--- src/rtl/uart_apb_pkg.sv ---
// Shared constants for the UART APB requester: FSM state encodings and UART register offsets.
package uart_apb_pkg;

    localparam logic [1:0] ST_IDLE   = 2'd0;
    localparam logic [1:0] ST_SETUP  = 2'd1;
    localparam logic [1:0] ST_ACCESS = 2'd2;

    localparam logic [7:0] UART_CON = 8'h00;
    localparam logic [7:0] UART_SE  = 8'h04;
    localparam logic [7:0] UART_BR  = 8'h08;
    localparam logic [7:0] UART_DT  = 8'h0C;
    localparam logic [7:0] UART_IE  = 8'h10;
    localparam logic [7:0] UART_IS  = 8'h14;
    localparam logic [7:0] UART_IF  = 8'h18;

    // Highest valid register offset; anything above it is reserved.
    localparam logic [7:0] UART_TOP_OFFSET = 8'h18;

endpackage

--- src/rtl/uart_apb_wait_timer.sv ---
// Counts ACCESS cycles with pready low and flags when TIMEOUT of them have elapsed.
module uart_apb_wait_timer #(
    parameter int unsigned TIMEOUT = 16
) (
    input  logic pclk,
    input  logic preset,
    input  logic clear,
    input  logic en,
    output logic expired_c
);

    generate
        if (TIMEOUT > 0) begin : g_timer
            localparam int unsigned CNT_W = $clog2(TIMEOUT + 1);

            logic [CNT_W-1:0] cnt;

            always_ff @(posedge pclk) begin
                if (preset || clear) begin
                    cnt <= '0;
                end else if (en && !expired_c) begin
                    cnt <= cnt + CNT_W'(1);
                end
            end

            assign expired_c = (cnt == CNT_W'(TIMEOUT));
        end else begin : g_no_timer
            assign expired_c = 1'b0;
        end
    endgenerate

endmodule

--- src/rtl/uart_apb_master.sv ---
// APB4 requester: turns one command at a time into a single APB transfer with a wait-state timeout.
module uart_apb_master
    import uart_apb_pkg::*;
#(
    parameter int unsigned ADDR_W  = 32,
    parameter int unsigned DATA_W  = 32,
    parameter int unsigned TIMEOUT = 16
) (
    input  logic                pclk,
    input  logic                preset,
    input  logic                cmd_valid,
    output logic                cmd_ready,
    input  logic                cmd_write,
    input  logic [ADDR_W-1:0]   cmd_addr,
    input  logic [DATA_W-1:0]   cmd_wdata,
    input  logic [DATA_W/8-1:0] cmd_strb,
    output logic                psel,
    output logic                penable,
    output logic                pwrite,
    output logic [ADDR_W-1:0]   paddr,
    output logic [DATA_W-1:0]   pwdata,
    output logic [DATA_W/8-1:0] pstrb,
    input  logic [DATA_W-1:0]   prdata,
    input  logic                pready,
    input  logic                pslverr,
    output logic                rsp_valid,
    output logic [DATA_W-1:0]   rsp_rdata,
    output logic                rsp_err,
    output logic                rsp_timeout
);

    logic [1:0] state;
    logic [1:0] state_d;
    logic       accept_c;
    logic       done_c;
    logic       abort_c;
    logic       expired_c;

    assign cmd_ready = (state == ST_IDLE);

    uart_apb_wait_timer #(
        .TIMEOUT (TIMEOUT)
    ) u_wait_timer (
        .pclk      (pclk),
        .preset    (preset),
        .clear     (accept_c),
        .en        ((state == ST_ACCESS) && !pready),
        .expired_c (expired_c)
    );

    always_ff @(posedge pclk) begin
        if (preset) begin
            state <= ST_IDLE;
        end else begin
            state <= state_d;
        end
    end

    // pready on the expiry cycle takes priority over the timeout abort.
    always_comb begin
        state_d  = state;
        accept_c = 1'b0;
        done_c   = 1'b0;
        abort_c  = 1'b0;
        case (state)
            ST_IDLE: begin
                if (cmd_valid) begin
                    accept_c = 1'b1;
                    state_d  = ST_SETUP;
                end
            end
            ST_SETUP: begin
                state_d = ST_ACCESS;
            end
            ST_ACCESS: begin
                if (pready) begin
                    done_c  = 1'b1;
                    state_d = ST_IDLE;
                end else if (expired_c) begin
                    abort_c = 1'b1;
                    state_d = ST_IDLE;
                end
            end
            default: begin
                state_d = ST_IDLE;
            end
        endcase
    end

    // Bus and response registers; reads drive zero write data and strobes.
    always_ff @(posedge pclk) begin
        if (preset) begin
            psel        <= 1'b0;
            penable     <= 1'b0;
            pwrite      <= 1'b0;
            paddr       <= '0;
            pwdata      <= '0;
            pstrb       <= '0;
            rsp_valid   <= 1'b0;
            rsp_rdata   <= '0;
            rsp_err     <= 1'b0;
            rsp_timeout <= 1'b0;
        end else begin
            psel      <= (state_d != ST_IDLE);
            penable   <= (state_d == ST_ACCESS);
            rsp_valid <= done_c || abort_c;
            if (accept_c) begin
                pwrite <= cmd_write;
                paddr  <= cmd_addr;
                pwdata <= cmd_write ? cmd_wdata : '0;
                pstrb  <= cmd_write ? cmd_strb : '0;
            end
            if (done_c) begin
                rsp_rdata   <= pwrite ? '0 : prdata;
                rsp_err     <= pslverr;
                rsp_timeout <= 1'b0;
            end else if (abort_c) begin
                rsp_rdata   <= '0;
                rsp_err     <= 1'b1;
                rsp_timeout <= 1'b1;
            end
        end
    end

endmodule

--- config.mk ---
export PLATFORM = sky130hd
export DESIGN_NAME = uart_apb_master
export DESIGN_NICKNAME = d
export VERILOG_FILES = /design/src/rtl/uart_apb_pkg.sv /design/src/rtl/uart_apb_wait_timer.sv /design/src/rtl/uart_apb_master.sv
export SDC_FILE = /design/constraint.sdc
export NUM_CORES = 1
export LEC_CHECK = 0
export CORE_UTILIZATION = 40
export DETAILED_ROUTE_END_ITERATION = 16
export GPL_TIMING_DRIVEN = 1
export PLACE_DENSITY = 0.85
export SLEW_MARGIN = 0
export SYNTH_ARGS = -nofsm -noshare
export SYNTH_HDL_FRONTEND = slang
export SYNTH_SLANG_ARGS = --single-unit
--- constraint.sdc ---
create_clock -name pclk -period 2.5 [get_ports pclk]
set_input_delay 0.375 -clock pclk [delete_from_list [all_inputs] [get_ports pclk]]
set_output_delay 0.375 -clock pclk [all_outputs]
set_load 0.02 [all_outputs]
==> metrics <==
type of the worst setup path flip-flop to primary output; Critical Path Sink Type primary output; worst path cell trace nor2_1, clkdlybuf4s50_1; Pwr Density 772.7 nW/um^2; Synth area leader dfxtp_1; Layout Nets 611; Max-slew headroom 0.5333; RSZ-0062 raised after global routing false; DRC violations left 0; Initial DRC Count 64; vias in the first global route 3,402; Critical Path Source Type flip-flop; max_cap viols 0; maximum VDD drop 372.8 uV; remaining global-route overflow 0; hold_buf cts 0; dpl hpwl 7.314 mm; layout cell share with drive strength beyond 1 0.08140; Max Slew Vio Count 0; Cells after Synth 288; Synth warnings 0; Synth Area in XOR/XNOR 0; I/O pin count 213; Root Driver clkbuf_8; Synth Area per Inst 12.52 um^2; Yosys top cell area share 0.6276; maximum number of pins on one net before global-route repair 70; Yosys cell types 29; slew at the pin with the worst max-slew slack 0.6906 ns; clk sink count 113; PostCTS Resize Cnt 0; WHS Path Cells 1; Clk Latency, worst-skew pair 0.50 ns; initial antenna violation count 0; CP max stage delay 0.62 ns; drt wl/cell 16.43 um; final hold viol count 0; met3 usage 0.08887; compound-gate portion of the synthesized area 0.2746; number of enable flip-flop cells after synthesis 0; All-Layer GR Usage 0.2252; core area 8721 um^2; # rows 34; Finish-stage setup viols 0; multiplexer share of the synthesized area 0; slowest cell on the critical path clkdlybuf4s50_1; largest family of logic cells by synthesized area compound AO/OA/AOI/OAI gates; port buffer count 212; Synth Area in Simple Gates 0.05276; fin crit share 0.8145; Final Non-Filler Cells 624; n_diodes 0; WL final 10.25 mm; sink of the worst hold path pwdata[15]; CP arrival 1.66 ns; post-layout min period 2.036 ns; Leak Pwr 2.460 nW; Vias 3,242; Fin Hold WS 0.4710 ns; WP buf/inv 1; Crit path max-delay family buffers and inverters; worst min-delay path class flip-flop to flip-flop; Synth Cell Area 3605 um^2; Initial DRT Pass Iterations 4; TNS Setup 0 ns; die area 9395 um^2; top-count cell post-synth dfxtp_1; Die Wd 96.93 um; GPL Wtd Cong 0.7837; Clock transition at path regs 0.06 ns; FF-to-FF Start u_wait_timer.g_timer.cnt[0]; Worst EP required 2.12 ns; die height 96.93 um; Crit Path Max Fanout 10; reg2reg path depth 5; status finished clean; CTS tree done; dpl cells 592; filler cell count 589; CTS H-tree depth 4; Num CTS Buffers 17; met2 GRT Util 0.3732; first-pass GRT wire length 16.83 mm; syn_nets 396; Post-synth top flop dfxtp_1; FF+latch count, synth 113; main area contributors after synthesis dfxtp_1 63%, a22o_1 24%, a21oi_1 1.2%; Max Root-Sink Buffers 2; area grow syn2layout 78.55%; worst hold start pwdata[15]; fmax 491.1 MHz; post-CTS setup buffer count 0; antenna-violating nets left 0; asr flop ratio synth 0; FF-to-FF setup slack 0.74 ns; RR Endpoint rsp_err; initial core utilization 0.4133; DR vias/cell 5.196; Seq/Total Area, Yosys 0.6276; layer with the highest usage met2; GRT met1 Usage 0.2544; Post-Synth Adder-Cell Area 0.006942; commonest cells in the netlist 113 x dfxtp_1, 100 x a22o_1, 11 x clkbuf_1; clk_skew 0.007520 ns
## layout by cell type, fill, tap and decap left out
| cell | n |
|---|---|
| bufinv_16 | 4 |
| nand3_1 | 2 |
| nand2_1 | 3 |
| or3_1 | 2 |
| nand2b_1 | 2 |
| clkbuf_8 | 1 |
| a21o_1 | 1 |
| clkdlybuf4s50_1 | 212 |
| and2_1 | 1 |
| inv_1 | 4 |
| nand4bb_1 | 2 |
| buf_4 | 6 |
| or2_2 | 1 |
| a22o_1 | 100 |
| nor2_1 | 3 |
| clkinv_4 | 4 |
| nor2_4 | 1 |
| nor3b_1 | 3 |
| clkbuf_16 | 16 |
| o21bai_1 | 1 |
| nor4b_4 | 2 |
| o21ai_0 | 6 |
| nor4bb_1 | 1 |
| clkbuf_1 | 2 |
| or4_1 | 1 |
| clkinvlp_4 | 3 |
| ha_1 | 2 |
| nor2b_1 | 1 |
| a21oi_1 | 9 |
| buf_12 | 1 |
| clkinv_2 | 2 |
| dfxtp_1 | 113 |
| o2bb2ai_2 | 1 |
| or3b_1 | 1 |
| a211oi_1 | 2 |
## logic make-up (layout without fill, tap and decap cells)
| logic type | count (synthesis) | in the layout |
|---|---|---|
| and+or+nand+nor | 26 | 26 |
| DFF | 113 | 113 |
| buffers and inverters | 27 | 255 |
| AOI/OAI and AO/OA | 120 | 120 |
| adders and majority gates | 2 | 2 |
## stage by stage
step / total power [mW] / setup WS [ns] / util / cell area (um^2)
global placement: 2.559 / 0.4079 / 0.6681 / 5827
CTS: 5.021 / 0.4292 / 0.7380 / 6436
finish: 4.973 / 0.4636 / 0.7380 / 6436
floorplan: 2.203 / 1.040 / - / 3605
global route: 5.150 / 0.3857 / 0.7380 / 6436
detailed placement: 2.574 / 0.3426 / 0.6681 / 5827
## report_power, final
part / internal (mW) / switching (mW) / leakage, nW
logic: 0.349 / 0.252 / 1.25
clock network: 1.62 / 0.818 / 0.288
registers: 1.89 / 0.0510 / 0.920
## sequential cells by signal, summed over array words and instances, names as in the netlist
signal,count
pwrite,1
rsp_valid,1
rsp_rdata,32
pstrb,4
penable,1
rsp_timeout,1
state,2
rsp_err,1
u_wait_timer.g_timer.cnt,5
paddr,32
pwdata,32
psel,1
## worst max path at each step
stage                                startpoint            end  slack [ns]  depth (start not counted)
CTS                                    state[1]      cmd_ready        0.43                          2
detailed placement                       preset      paddr[22]        0.34                          5
finish                                 state[1]      cmd_ready        0.46                          2
global route                           state[1]      cmd_ready        0.39                          2
floorplan           u_wait_timer.g_timer.cnt[0]  rsp_rdata[10]        1.04                          6
global placement                         preset     pwdata[25]        0.41                          5
## routing by layer
metal,wire [um],up-vias
met1,4256,1527
li1,-,1532
met2,4970,166
met3,809,17
met4,215,0
met5,0,-
## area by class of cell
type | count | area (um^2) | share of cell area
clock inverters | 13 | 187.7 | 0.02916
multi-input cells | 148 | 1227 | 0.1907
flip-flops and latches | 113 | 2262 | 0.3515
well taps | 108 | 135.1 | 0.02100
inverters | 4 | 15.01 | 0.002333
clock buffers | 19 | 421.7 | 0.06551
repair buffers | 219 | 2187 | 0.3398
Power figures use the tool's default switching activity.
